[config.mk]
export PLATFORM = sky130hd
export DESIGN_NAME = queue_occupancy_counter
export DESIGN_NICKNAME = d
export VERILOG_FILES = /design/src/rtl/queue_pkg.sv /design/src/rtl/sensor_edge_sync.sv /design/src/rtl/queue_occupancy_counter.sv
export SDC_FILE = /design/constraint.sdc
export NUM_CORES = 1
export LEC_CHECK = 0
export CAP_MARGIN = 20
export CORE_MARGIN = 10
export CORE_UTILIZATION = 46
export DETAILED_ROUTE_END_ITERATION = 8
export PLACE_DENSITY = 0.81
export SETUP_SLACK_MARGIN = 0.02
export SYNTH_ARGS = -nofsm -noshare
export SYNTH_HDL_FRONTEND = slang
export SYNTH_SLANG_ARGS = --single-unit
[constraint.sdc]
create_clock -name clk -period 3.7 [get_ports clk]
set_clock_uncertainty 0.2 [all_clocks]
set_input_delay 0.74 -clock clk [delete_from_list [all_inputs] [get_ports clk]]
set_output_delay 0.74 -clock clk [all_outputs]
set_load 0.05 [all_outputs]
[src/rtl/queue_pkg.sv]
// Shared occupancy-counter constants and the count-width helper.
package queue_pkg;
  localparam int DEF_MAX_COUNT   = 7;
  localparam int DEF_SYNC_STAGES = 2;

  function automatic int cnt_width(input int max_count);
    return $clog2(max_count + 1);
  endfunction
endpackage

[src/rtl/sensor_edge_sync.sv]
// Multi-flop synchronizer for an asynchronous sensor level plus rising-edge detection.
module sensor_edge_sync #(
  parameter int SYNC_STAGES = 2
) (
  input  logic clk,
  input  logic rst,
  input  logic d_i,
  output logic pulse_o
);
  logic [SYNC_STAGES-1:0] r_sync;
  logic                   r_prev;

  always_ff @(posedge clk or posedge rst) begin
    if (rst) begin
      r_sync <= '0;
      r_prev <= 1'b0;
    end else begin
      r_sync <= {r_sync[SYNC_STAGES-2:0], d_i};
      r_prev <= r_sync[SYNC_STAGES-1];
    end
  end

  // Decoded from registered history so the consumer can act on the same edge
  // that retires the event; the parent registers the visible strobe.
  assign pulse_o = r_sync[SYNC_STAGES-1] & ~r_prev;
endmodule

[src/rtl/queue_occupancy_counter.sv]
// Saturating queue occupancy counter driven by synchronized arrival/departure sensors,
// with preset, sticky over/underflow flags and a peak-occupancy tracker.
module queue_occupancy_counter
  import queue_pkg::*;
#(
  parameter  int MAX_COUNT   = DEF_MAX_COUNT,
  parameter  int SYNC_STAGES = DEF_SYNC_STAGES,
  localparam int CW          = cnt_width(MAX_COUNT)
) (
  input  logic          clk,
  input  logic          rst,
  input  logic          arr_i,
  input  logic          dep_i,
  input  logic          load_i,
  input  logic [CW-1:0] load_val_i,
  input  logic          clr_err_i,
  output logic [CW-1:0] count_o,
  output logic          full_o,
  output logic          empty_o,
  output logic          ovf_o,
  output logic          udf_o,
  output logic [CW-1:0] peak_o,
  output logic          arr_pulse_o,
  output logic          dep_pulse_o
);
  localparam logic [CW-1:0] MAX_C = CW'(MAX_COUNT);

  logic          w_arr, w_dep;
  logic [CW-1:0] w_cnt_nxt;
  logic          w_ovf_set, w_udf_set;
  logic [CW-1:0] r_count, r_peak;
  logic          r_ovf, r_udf, r_arr_pulse, r_dep_pulse;

  sensor_edge_sync #(.SYNC_STAGES(SYNC_STAGES)) u_arr_sync (
    .clk(clk), .rst(rst), .d_i(arr_i), .pulse_o(w_arr)
  );
  sensor_edge_sync #(.SYNC_STAGES(SYNC_STAGES)) u_dep_sync (
    .clk(clk), .rst(rst), .d_i(dep_i), .pulse_o(w_dep)
  );

  always_comb begin
    w_cnt_nxt = r_count;
    w_ovf_set = 1'b0;
    w_udf_set = 1'b0;
    if (load_i) begin
      w_cnt_nxt = (load_val_i > MAX_C) ? MAX_C : load_val_i;
    end else if (w_arr && !w_dep) begin
      if (r_count == MAX_C) w_ovf_set = 1'b1;
      else                  w_cnt_nxt = r_count + CW'(1);
    end else if (w_dep && !w_arr) begin
      if (r_count == '0) w_udf_set = 1'b1;
      else               w_cnt_nxt = r_count - CW'(1);
    end
  end

  always_ff @(posedge clk or posedge rst) begin
    if (rst) begin
      r_count     <= '0;
      r_peak      <= '0;
      r_ovf       <= 1'b0;
      r_udf       <= 1'b0;
      r_arr_pulse <= 1'b0;
      r_dep_pulse <= 1'b0;
    end else begin
      r_count     <= w_cnt_nxt;
      r_arr_pulse <= w_arr;
      r_dep_pulse <= w_dep;
      // A flag raised in the same cycle as a clear survives it.
      r_ovf       <= (r_ovf & ~clr_err_i) | w_ovf_set;
      r_udf       <= (r_udf & ~clr_err_i) | w_udf_set;
      if (clr_err_i || (w_cnt_nxt > r_peak)) r_peak <= w_cnt_nxt;
    end
  end

  assign count_o     = r_count;
  assign peak_o      = r_peak;
  assign ovf_o       = r_ovf;
  assign udf_o       = r_udf;
  assign full_o      = (r_count == MAX_C);
  assign empty_o     = (r_count == '0);
  assign arr_pulse_o = r_arr_pulse;
  assign dep_pulse_o = r_dep_pulse;
endmodule

==> results of run 1 <==
==> power groups by stage <==
stage / Combinational, W / Clock (W) / Sequential, W
5_1_grt: 0.000320 / 0.000125 / 0.000228
3_5_place_dp: 0.000298 / 0 / 0.000226
4_1_cts: 0.000299 / 0.000116 / 0.000225
3_3_place_gp: 0.000293 / 0 / 0.000228
2_1_floorplan: 0.000129 / 0 / 0.000304
6_report: 0.000297 / 0.000111 / 0.000224
==> cells by family (layout without fill, tap and decap cells) <==
logic type      count (synthesis)  count (layout)  share of synthesized area
buf+inv                        15              38                     0.0710
fa+ha+maj                       6               6                     0.0946
mux                             1               1                     0.0189
flops                          16              16                      0.505
compound gates                 16              16                      0.155
simple gates                   21              21                      0.156
==> stage by stage <==
step | cells | cell area [um2] | util | hold slack [ns]
6_report | 114 | 1050 | 0.663 | 0.158
3_5_place_dp | 110 | 1010 | 0.640 | 0.139
5_1_grt | 114 | 1050 | 0.663 | 0.176
4_1_cts | 114 | 1050 | 0.663 | 0.161
2_1_floorplan | 75 | 793 | - | 0.131
3_3_place_gp | 110 | 1010 | 0.640 | 0.136
==> synth_stat cells <==
library cell,instances
a21o_1,1
a31o_2,1
a31oi_1,5
a32oi_1,1
and2_1,1
clkbuf_1,1
dfrtp_1,16
ha_1,6
inv_1,12
inv_2,2
mux2_4,1
nand2_1,6
nand2b_1,1
nand2b_4,2
nand3_1,2
nand4_1,3
nor2_1,2
nor2b_1,1
nor3_1,2
o2111ai_1,1
o211a_1,1
o21ai_0,1
o221ai_1,1
o311a_1,1
o31ai_1,2
o32ai_1,1
or2_4,1
==> flip-flops by register name (all words and copies together) (netlist names) <==
| register | count |
|---|---|
| u_dep_sync.r_prev | 1 |
| peak_o | 3 |
| u_dep_sync.r_sync | 2 |
| udf_o | 1 |
| u_arr_sync.r_sync | 2 |
| count_o | 3 |
| arr_pulse_o | 1 |
| ovf_o | 1 |
| u_arr_sync.r_prev | 1 |
| dep_pulse_o | 1 |
==> final cells by class <==
class	instances	area, um2
inverters	14	52.6
well taps	16	20.0
fillers	124	531
repair buffers	20	200
clock buffers	4	36.3
flip-flops and latches	16	400
multi-input cells	44	337
==> critical path: cells and delay by family <==
kind	cells	cell delay, ns
adder cells (fa/ha/maj)	1	0.31
buffers and inverters	2	0.73
AO/OA/AOI/OAI	2	0.36
multiplexers	1	0.29
AND/OR/NAND/NOR	3	0.55
==> per-layer routing <==
metal / track usage / vias to the layer above / share of wire
li1: - / 307 / -
met1: 0.116 / 291 / 0.44
met2: 0.158 / 26 / 0.45
met3: 0.0329 / 2 / 0.099
met4: 0.0478 / 0 / 0.0097
met5: 0 / - / 0
==> worst min path at each step <==
stage                     slack (ns)                      startpoint  cells after the start                              to
after floorplan                 0.13  u_arr_sync.r_sync[0]$_DFF_PP0_                      0  u_arr_sync.r_sync[1]$_DFF_PP0_
after global placement          0.14  u_arr_sync.r_sync[0]$_DFF_PP0_                      0  u_arr_sync.r_sync[1]$_DFF_PP0_
after detailed placement        0.14  u_arr_sync.r_sync[0]$_DFF_PP0_                      0  u_arr_sync.r_sync[1]$_DFF_PP0_
after CTS                       0.16  u_arr_sync.r_sync[0]$_DFF_PP0_                      0  u_arr_sync.r_sync[1]$_DFF_PP0_
after global routing            0.18  u_dep_sync.r_sync[0]$_DFF_PP0_                      0  u_dep_sync.r_sync[1]$_DFF_PP0_
final                           0.16  u_arr_sync.r_sync[0]$_DFF_PP0_                      0  u_arr_sync.r_sync[1]$_DFF_PP0_
==> results.yml, run 1 <==
power:
  power_frac_comb: 0.470
  switchingPower_w: 0.000255
  p_leak_nw: 0.511
  powerDensity_nw_per_um2: 605
  p_seq_frac: 0.355
  irDropWorstVdd_v: 0.000589
  power.share.clock: 0.175
  p_int_w: 0.000377
  netSwitchingFraction: 0.404
  p_total_w: 0.000632
route:
  dr.pass1.iters: 4
  avgRoutedWirePerCell_um: 15.3
  post_drt_via_cell_ratio: 5.49
  first_iter_violations: 18
  ant_nets: 0
  drc: 0
  num_vias: 626
  drt_wl_total_mm: 1.75
global_route:
  grt_overflow: 0
  track_usage: 0.0988
  grt_pass1_vias: 635
  antenna_found_initial: 0
  grt_pass1_wl_mm: 2.83
  grt_max_degree: 17
floorplan:
  dieArea_um2: 3790
  rows: 14
  die_w_um: 61.5
  coreArea_um2: 1580
  dieHeight_um: 61.5
  io_pins: 21
  start_util: 0.503
worst_hold_path:
  min_path_type: "reg2reg"
timing:
  rsz0062_at_grt: "no"
  tightest_slew_ns: 0.598
  maxSlewHeadroom: 0.601
  min_period_over_period: 0.817
  setup-violations-final: 0
  tns_ns: 0
  period_needed_ns: 3.02
  drv_slew: 0
  hold_viol: 0
  fmax_mhz: 331
  fin_ws_ns: 0.678
clock_tree:
  h-tree-depth: 1
  cts.repair.resized: 0
  clk_latency_ns: 0.27
  clk_path_buf_depth: 2
  path_clk_slew_ns: 0.09
  cts_buffers: 3
  cts_hold_buffers: 0
  cts-root-buf: "clkbuf_4"
  cts_sinks: 16
  cts_tree: "yes"
  cts_setup_buffers: 0
run:
  maxCapViolCount: 0
cells_and_area:
  syn2layout_area_growth_pct: 31.9
  layout_commonest_cell: "clkdlybuf4s50_1"
  final_cell_mix: "clkdlybuf4s50_1, dfrtp_1, inv_1"
  drive_gt1_frac: 0.112
  n_antenna_cell: 0
  nNetsFinal: 114
critical_path:
  crit_path_start_kind: "input port"
  crit_path_max_incr_delay_ns: 0.60
  cp.required_ns: 3.67
  cp-endpoint: "peak_o[2]$_DFFE_PP0P_"
  worst-setup-path-type: "in2reg"
  crit_start: "load_i"
  rrSetupSlack_ns: 0.70
  cp_cell_sequence: "clkdlybuf4s50_1, inv_1, o221ai_1, nand2_1, ha_1, nor2b_1, o211a_1, or2_4, mux2_4"
  r2r_start: "count_o[0]$_DFF_PP0_"
  timing.rr.end: "peak_o[2]$_DFFE_PP0P_"
  arrival_ns: 2.99
  slowest_stage: "clkdlybuf4s50_1"
  rr_worst_depth: 10
  cp_max_fo: 8
  setup.worst_path.end_class: "flip-flop"
synth:
  netlist_instances: 75
  synth.area.top_cells: "dfrtp_1, ha_1, inv_1, a31oi_1, nand2b_4"
  synth.avg_cell_area_um2: 10.6
  synth_nets: 90
  ys_types: 27
  synthesis.area_um2: 793
  yosysTopAreaCell: "dfrtp_1"
  yosys_warnings: 0
  synth_seq_cells: 16
  yosysSeqAreaShare: 0.505
  synth_top_area_frac: 0.505
placement:
  dp_hpwl_mm: 1.39
  io_buffers: 20
  post-place-ws_ns: 0.395
  gp_congestion: 0.918
run_status:
  outcome: "completed"
Power figures use the tool's default switching activity.
==> run 2: changes to the inputs <==
Clock period 3.7 ns to 2.8 ns, I/O delays scaled along.
==> run 2 against run 1 <==
Effect of this change: sequential cell count stayed put; worst setup slack worse by 0.64 ns; highest routed layer unchanged; utilization is 23 points higher; power is 76% higher; register-to-register slack worse by 0.66 ns; die area stayed put; count of clock-buffer cells in the layout stayed put; first-iteration DRC count is 110% higher; combinational power is 120% higher; sequential share of layout area is 9.6 points lower; hold slack better by 0.012 ns; global-route usage is 2.0 points higher; critical endpoint unchanged.
==> results.yml, run 2 (synthesis results as in run 1) <==
clock_tree:
  cts_sinks: 16
  cts_hold_buffers: 0
  cts-root-buf: "clkbuf_4"
  cts_buffers: 3
  cts_tree: "yes"
  clk_latency_ns: 0.29
  path_clk_slew_ns: 0.11
  h-tree-depth: 1
  clk_path_buf_depth: 2
global_route:
  grt_pass1_wl_mm: 3.44
  grt_pass1_vias: 772
  track_usage: 0.118
  antenna_found_initial: 0
  grt_overflow: 0
  grt_max_degree: 17
timing:
  tightest_slew_ns: 0.630
  period_needed_ns: 2.76
  setup-violations-final: 0
  fmax_mhz: 362
  drv_slew: 0
  min_period_over_period: 0.986
  hold_viol: 0
  maxSlewHeadroom: 0.579
route:
  avgRoutedWirePerCell_um: 20.1
  first_iter_violations: 37
  drt_wl_total_mm: 2.75
  drc: 0
  num_vias: 784
  ant_nets: 0
  post_drt_via_cell_ratio: 5.72
  dr.pass1.iters: 4
cells_and_area:
  layout_commonest_cell: "buf_4"
  nFillCells: 57
  multi_input_area_um2: 515
  stdcell_area_um2: 1410
  nNetsFinal: 137
  register_area_um2: 403
  n_antenna_cell: 0
  syn2layout_area_growth_pct: 77.3
  final_cell_mix: "buf_4, clkdlybuf4s50_1, dfrtp_1"
  drive_gt1_frac: 0.488
placement:
  dpl_cell_area_um2: 1150
  gp_congestion: 0.893
  io_buffers: 20
  dp_hpwl_mm: 1.55
critical_path:
  rrSetupSlack_ns: 0.04
  crit_path_max_incr_delay_ns: 0.44
  arrival_ns: 2.75
  crit_path_start_kind: "flip-flop"
  slowest_stage: "dfrtp_2"
  cp_max_fo: 4
  setup.worst_path.end_class: "flip-flop"
  cp_cell_sequence: "inv_2, ha_4, nand2b_4, nand3_2, o311a_1, and2_4, ha_4, nand3_2, a21o_1, or2_4, mux2_4"
  cp.required_ns: 2.79
  worst-setup-path-type: "reg2reg"
run:
  maxCapViolCount: 0
floorplan:
  start_util: 0.503
  dieHeight_um: 61.5
  coreArea_um2: 1580
  dieArea_um2: 3790
  die_w_um: 61.5
  rows: 14
  io_pins: 21
power:
  p_total_w: 0.00111
  p_leak_nw: 0.652
  powerDensity_nw_per_um2: 790
  irDropWorstVdd_v: 0.000665
run_status:
  outcome: "completed"
worst_hold_path:
  min_path_type: "reg2reg"
==> run 2: changes by cell type in the layout (fill, tap and decap cells not counted), sizes merged <==
| cell | change |
|---|---|
| buf | +24 |
| clkdlybuf4s50 | -2 |
| clkinvlp | +1 |
| dlymetal6s2s | +1 |
| inv | -1 |
==> run 2: stage by stage <==
step	cells	setup TNS [ns]	utilization	hold slack, ns	setup WS [ns]
6_report	137	0	0.892	0.170	0.0383
5_1_grt	137	-0.0860	0.892	0.174	-0.0467
4_1_cts	132	0	0.790	0.169	0.0196
3_5_place_dp	126	-0.468	0.732	0.146	-0.178
3_3_place_gp	126	-0.351	0.732	0.136	-0.145
2_1_floorplan	75	-0.396	-	0.131	-0.254
==> run 2: worst max-delay path, delay by kind of cell (launching register included) <==
kind                       cells  cell delay [ns]
DFF                            1             0.44
AOI/OAI and AO/OA              2             0.58
muxes                          1             0.29
buffers and inverters          1             0.07
adders and majority gates      2             0.43
and+or+nand+nor                5             0.66
==> run 2: cell type report <==
type,instances,area share
sequential,16,0.286
tap,16,0.0142
timing repair buffer,43,0.265
inverter,14,0.0418
multi-input combinational,44,0.367
clock buffer,4,0.0258
==> run 2: final timing paths <==
kind / start / endpoint / cells past startpoint
max in group asynchronous: rst / count_o[1]$_DFF_PP0_ / 2
min in group asynchronous: rst / u_dep_sync.r_sync[1]$_DFF_PP0_ / 2
max: count_o[0]$_DFF_PP0_ / peak_o[2]$_DFFE_PP0P_ / 11
min reg2reg: u_dep_sync.r_sync[0]$_DFF_PP0_ / u_dep_sync.r_sync[1]$_DFF_PP0_ / 0
min: u_dep_sync.r_sync[0]$_DFF_PP0_ / u_dep_sync.r_sync[1]$_DFF_PP0_ / 0
max reg2reg: count_o[0]$_DFF_PP0_ / peak_o[2]$_DFFE_PP0P_ / 11
==> run 2: repair_timing <==
action,CTS,global route
resized for setup,8,20
endpoints found under the setup margin,3,3
pin swaps,7,13
setup buffers,2,5
==> run 2: power by group <==
| part | internal (W) | switching [W] |
|---|---|---|
| Clock | 0.0000792 | 0.0000830 |
| Sequential | 0.000267 | 0.0000417 |
| Combinational | 0.000306 | 0.000335 |
| Total | 0.000652 | 0.000460 |
==> run 2: routing by layer <==
| metal | track usage | wire (um) | part of all wire |
|---|---|---|---|
| met3 | 0.0391 | 169 | 0.061 |
| met4 | 0.0287 | 18 | 0.0066 |
| met1 | 0.137 | 1120 | 0.41 |
| met5 | 0 | 0 | 0 |
| met2 | 0.205 | 1440 | 0.52 |
==> run 3: changes to the inputs <==
Settings changed: GPL_TIMING_DRIVEN from default to 0, SKIP_LAST_GASP from default to 1, SYNTH_HIERARCHICAL from default to 1.
==> run 3 against run 2 <==
Effect of this change: global-route usage fell by 0.76 points; register-to-register slack improved by 0.04 ns; via count is 17% lower; maximum frequency grew 1.3%; wire length fell by 23%; worst setup slack gained 0.036 ns; critical endpoint is now peak_o[0]$_DFFE_PP0P_; power down 17%; synthesized cell count fell by 6.7%; clock power decreased by 7%; area after synthesis down 0.32%; sequential power decreased by 4%; die area decreased by 0.21%.
==> results.yml, run 3 <==
critical_path:
  setup.worst_path.end_class: "flip-flop"
  cp_num_buf_inv: 0
  cp.required_ns: 2.78
  cp_top_family: "compound AO/OA/AOI/OAI gates"
  slowest_stage: "dfrtp_2"
  arrival_ns: 2.70
  rrSetupSlack_ns: 0.07
  cp_cell_sequence: "ha_4, and3_4, a211oi_4, nor3_2, a22o_1, ha_1, a31oi_2, a21oi_4, mux2_4"
  timing.rr.end: "peak_o[0]$_DFFE_PP0P_"
  rr_worst_depth: 9
  cp_max_fo: 4
  worst-setup-path-type: "reg2reg"
  crit_path_max_incr_delay_ns: 0.46
  r2r_start: "count_o[1]$_DFF_PP0_"
  crit_path_start_kind: "flip-flop"
synth:
  synthArstFlopShare: 1.00
  yosys_warnings: 6
  synth_nets: 85
  synth_top_area_frac: 0.506
  netlist_instances: 70
  yosysTopAreaCell: "dfrtp_1"
  synthesis.area_um2: 791
  synth_edf_count: 0
  ys_types: 27
  synth.area.top_cells: "dfrtp_1, ha_1, inv_1, mux2_2, nor2b_4"
  synth.avg_cell_area_um2: 11.3
  synthMostInstantiatedCell: "dfrtp_1"
  yosysSeqAreaShare: 0.506
  synth_top_flop_cell: "dfrtp_1"
  synth_seq_cells: 16
  synth_common_cells: "dfrtp_1, inv_1, ha_1"
power:
  powerDensity_nw_per_um2: 719
  irDropWorstVdd_v: 0.000652
  p_leak_nw: 0.581
  p_total_w: 0.000918
clock_tree:
  cts_hold_buffers: 0
  clk_path_buf_depth: 2
  cts-root-buf: "clkbuf_4"
  cts_sinks: 16
  cts_tree: "yes"
  cts_buffers: 3
  h-tree-depth: 1
  path_clk_slew_ns: 0.09
  clk_latency_ns: 0.28
timing:
  period_needed_ns: 2.73
  fin_ws_ns: 0.0740
  hold_viol: 0
  min_period_over_period: 0.974
  maxSlewHeadroom: 0.656
  drv_slew: 0
  fmax_mhz: 367
  setup-violations-final: 0
  tightest_slew_ns: 0.516
route:
  drc: 0
  num_vias: 650
  ant_nets: 0
  post_drt_via_cell_ratio: 5.42
  avgRoutedWirePerCell_um: 17.6
  drt_wl_total_mm: 2.11
  dr.pass1.iters: 3
  first_iter_violations: 4
global_route:
  grt_pass1_vias: 685
  grt_pass1_wl_mm: 3.15
  antenna_found_initial: 0
  grt_overflow: 0
  grt_max_degree: 11
  track_usage: 0.111
cells_and_area:
  nFillCells: 94
  syn2layout_area_growth_pct: 61.4
  layout_commonest_cell: "clkdlybuf4s50_1"
  final_cell_mix: "clkdlybuf4s50_1, dfrtp_1, inv_1, buf_4"
  nNetsFinal: 120
  fin_util: 0.819
  drive_gt1_frac: 0.452
  n_antenna_cell: 0
run:
  maxCapViolCount: 0
worst_hold_path:
  whs_path_depth: 0
  hp-start: "u_arr_sync/r_sync[0]$_DFF_PP0_"
  min_path_type: "reg2reg"
  holdPathEnd: "u_arr_sync/r_sync[1]$_DFF_PP0_"
floorplan:
  io_pins: 21
  die_w_um: 61.5
  dieArea_um2: 3780
  coreArea_um2: 1560
  dieHeight_um: 61.5
  rows: 14
  start_util: 0.507
placement:
  io_buffers: 20
  dp_hpwl_mm: 1.45
  gp_congestion: 0.818
  post-place-ws_ns: -0.219
run_status:
  outcome: "completed"
-- run 3: where the power goes --
group	total, W	switching, W	internal [W]
combinational	0.000470	0.000264	0.000205
sequential	0.000297	0.0000330	0.000264
clock	0.000151	0.0000718	0.0000791
-- run 3: cell families (layout without fill, tap and decap cells) --
logic type,after synthesis,after routing,synth area share
AO/OA/AOI/OAI,14,14,0.133
XOR/XNOR,1,1,0.0111
adder cells (fa/ha/maj),6,6,0.0949
buffers and inverters,14,48,0.0665
flip-flops,16,16,0.506
multiplexers,3,3,0.0427
AND/OR/NAND/NOR,16,16,0.146
-- run 3: cell type report --
| class | count | area, um2 | area share |
|---|---|---|---|
| Clock buffer | 4 | 36.3 | 0.0284 |
| Inverter | 14 | 58.8 | 0.0461 |
| Multi-Input combinational cell | 40 | 477 | 0.374 |
| Sequential cell | 16 | 404 | 0.317 |
| Tap cell | 16 | 20.0 | 0.0157 |
| Timing Repair Buffer | 30 | 280 | 0.220 |
-- run 3: worst max path at each step --
stage | start | endpoint | slack [ns] | cells after the start
after detailed placement | load_i | peak_o[0]$_DFFE_PP0P_ | -0.22 | 8
after floorplan | count_o[0]$_DFF_PP0_ | peak_o[0]$_DFFE_PP0P_ | 0.03 | 11
after CTS | count_o[0]$_DFF_PP0_ | peak_o[0]$_DFFE_PP0P_ | 0.03 | 11
after global placement | load_i | peak_o[2]$_DFFE_PP0P_ | -0.14 | 8
after global routing | count_o[1]$_DFF_PP0_ | peak_o[0]$_DFFE_PP0P_ | -0.02 | 11
final | count_o[1]$_DFF_PP0_ | peak_o[0]$_DFFE_PP0P_ | 0.07 | 9
-- run 3: routing by layer --
layer,up-vias,track usage,part of all wire
met4,0,0.0510,0.024
met5,-,0,0
met2,18,0.197,0.52
li1,300,-,-
met1,326,0.114,0.39
met3,6,0.0391,0.071
-- run 3: metrics by stage --
step	setup TNS [ns]	instances	hold WS, ns	instance area, um2
2_1_floorplan	0	70	0.114	831
3_3_place_gp	-0.433	106	0.133	1050
3_5_place_dp	-0.651	106	0.143	1050
4_1_cts	0	113	0.165	1120
5_1_grt	-0.0513	120	0.169	1280
6_report	0	120	0.162	1280
-- run 3: timing repair --
action                                  4_1_cts  5_1_grt
endpoints found under the hold margin         0        0
pin swaps                                     2       13
endpoints found under the setup margin        4        4
buffers inserted                              3        7
gates resized for setup                       2       25
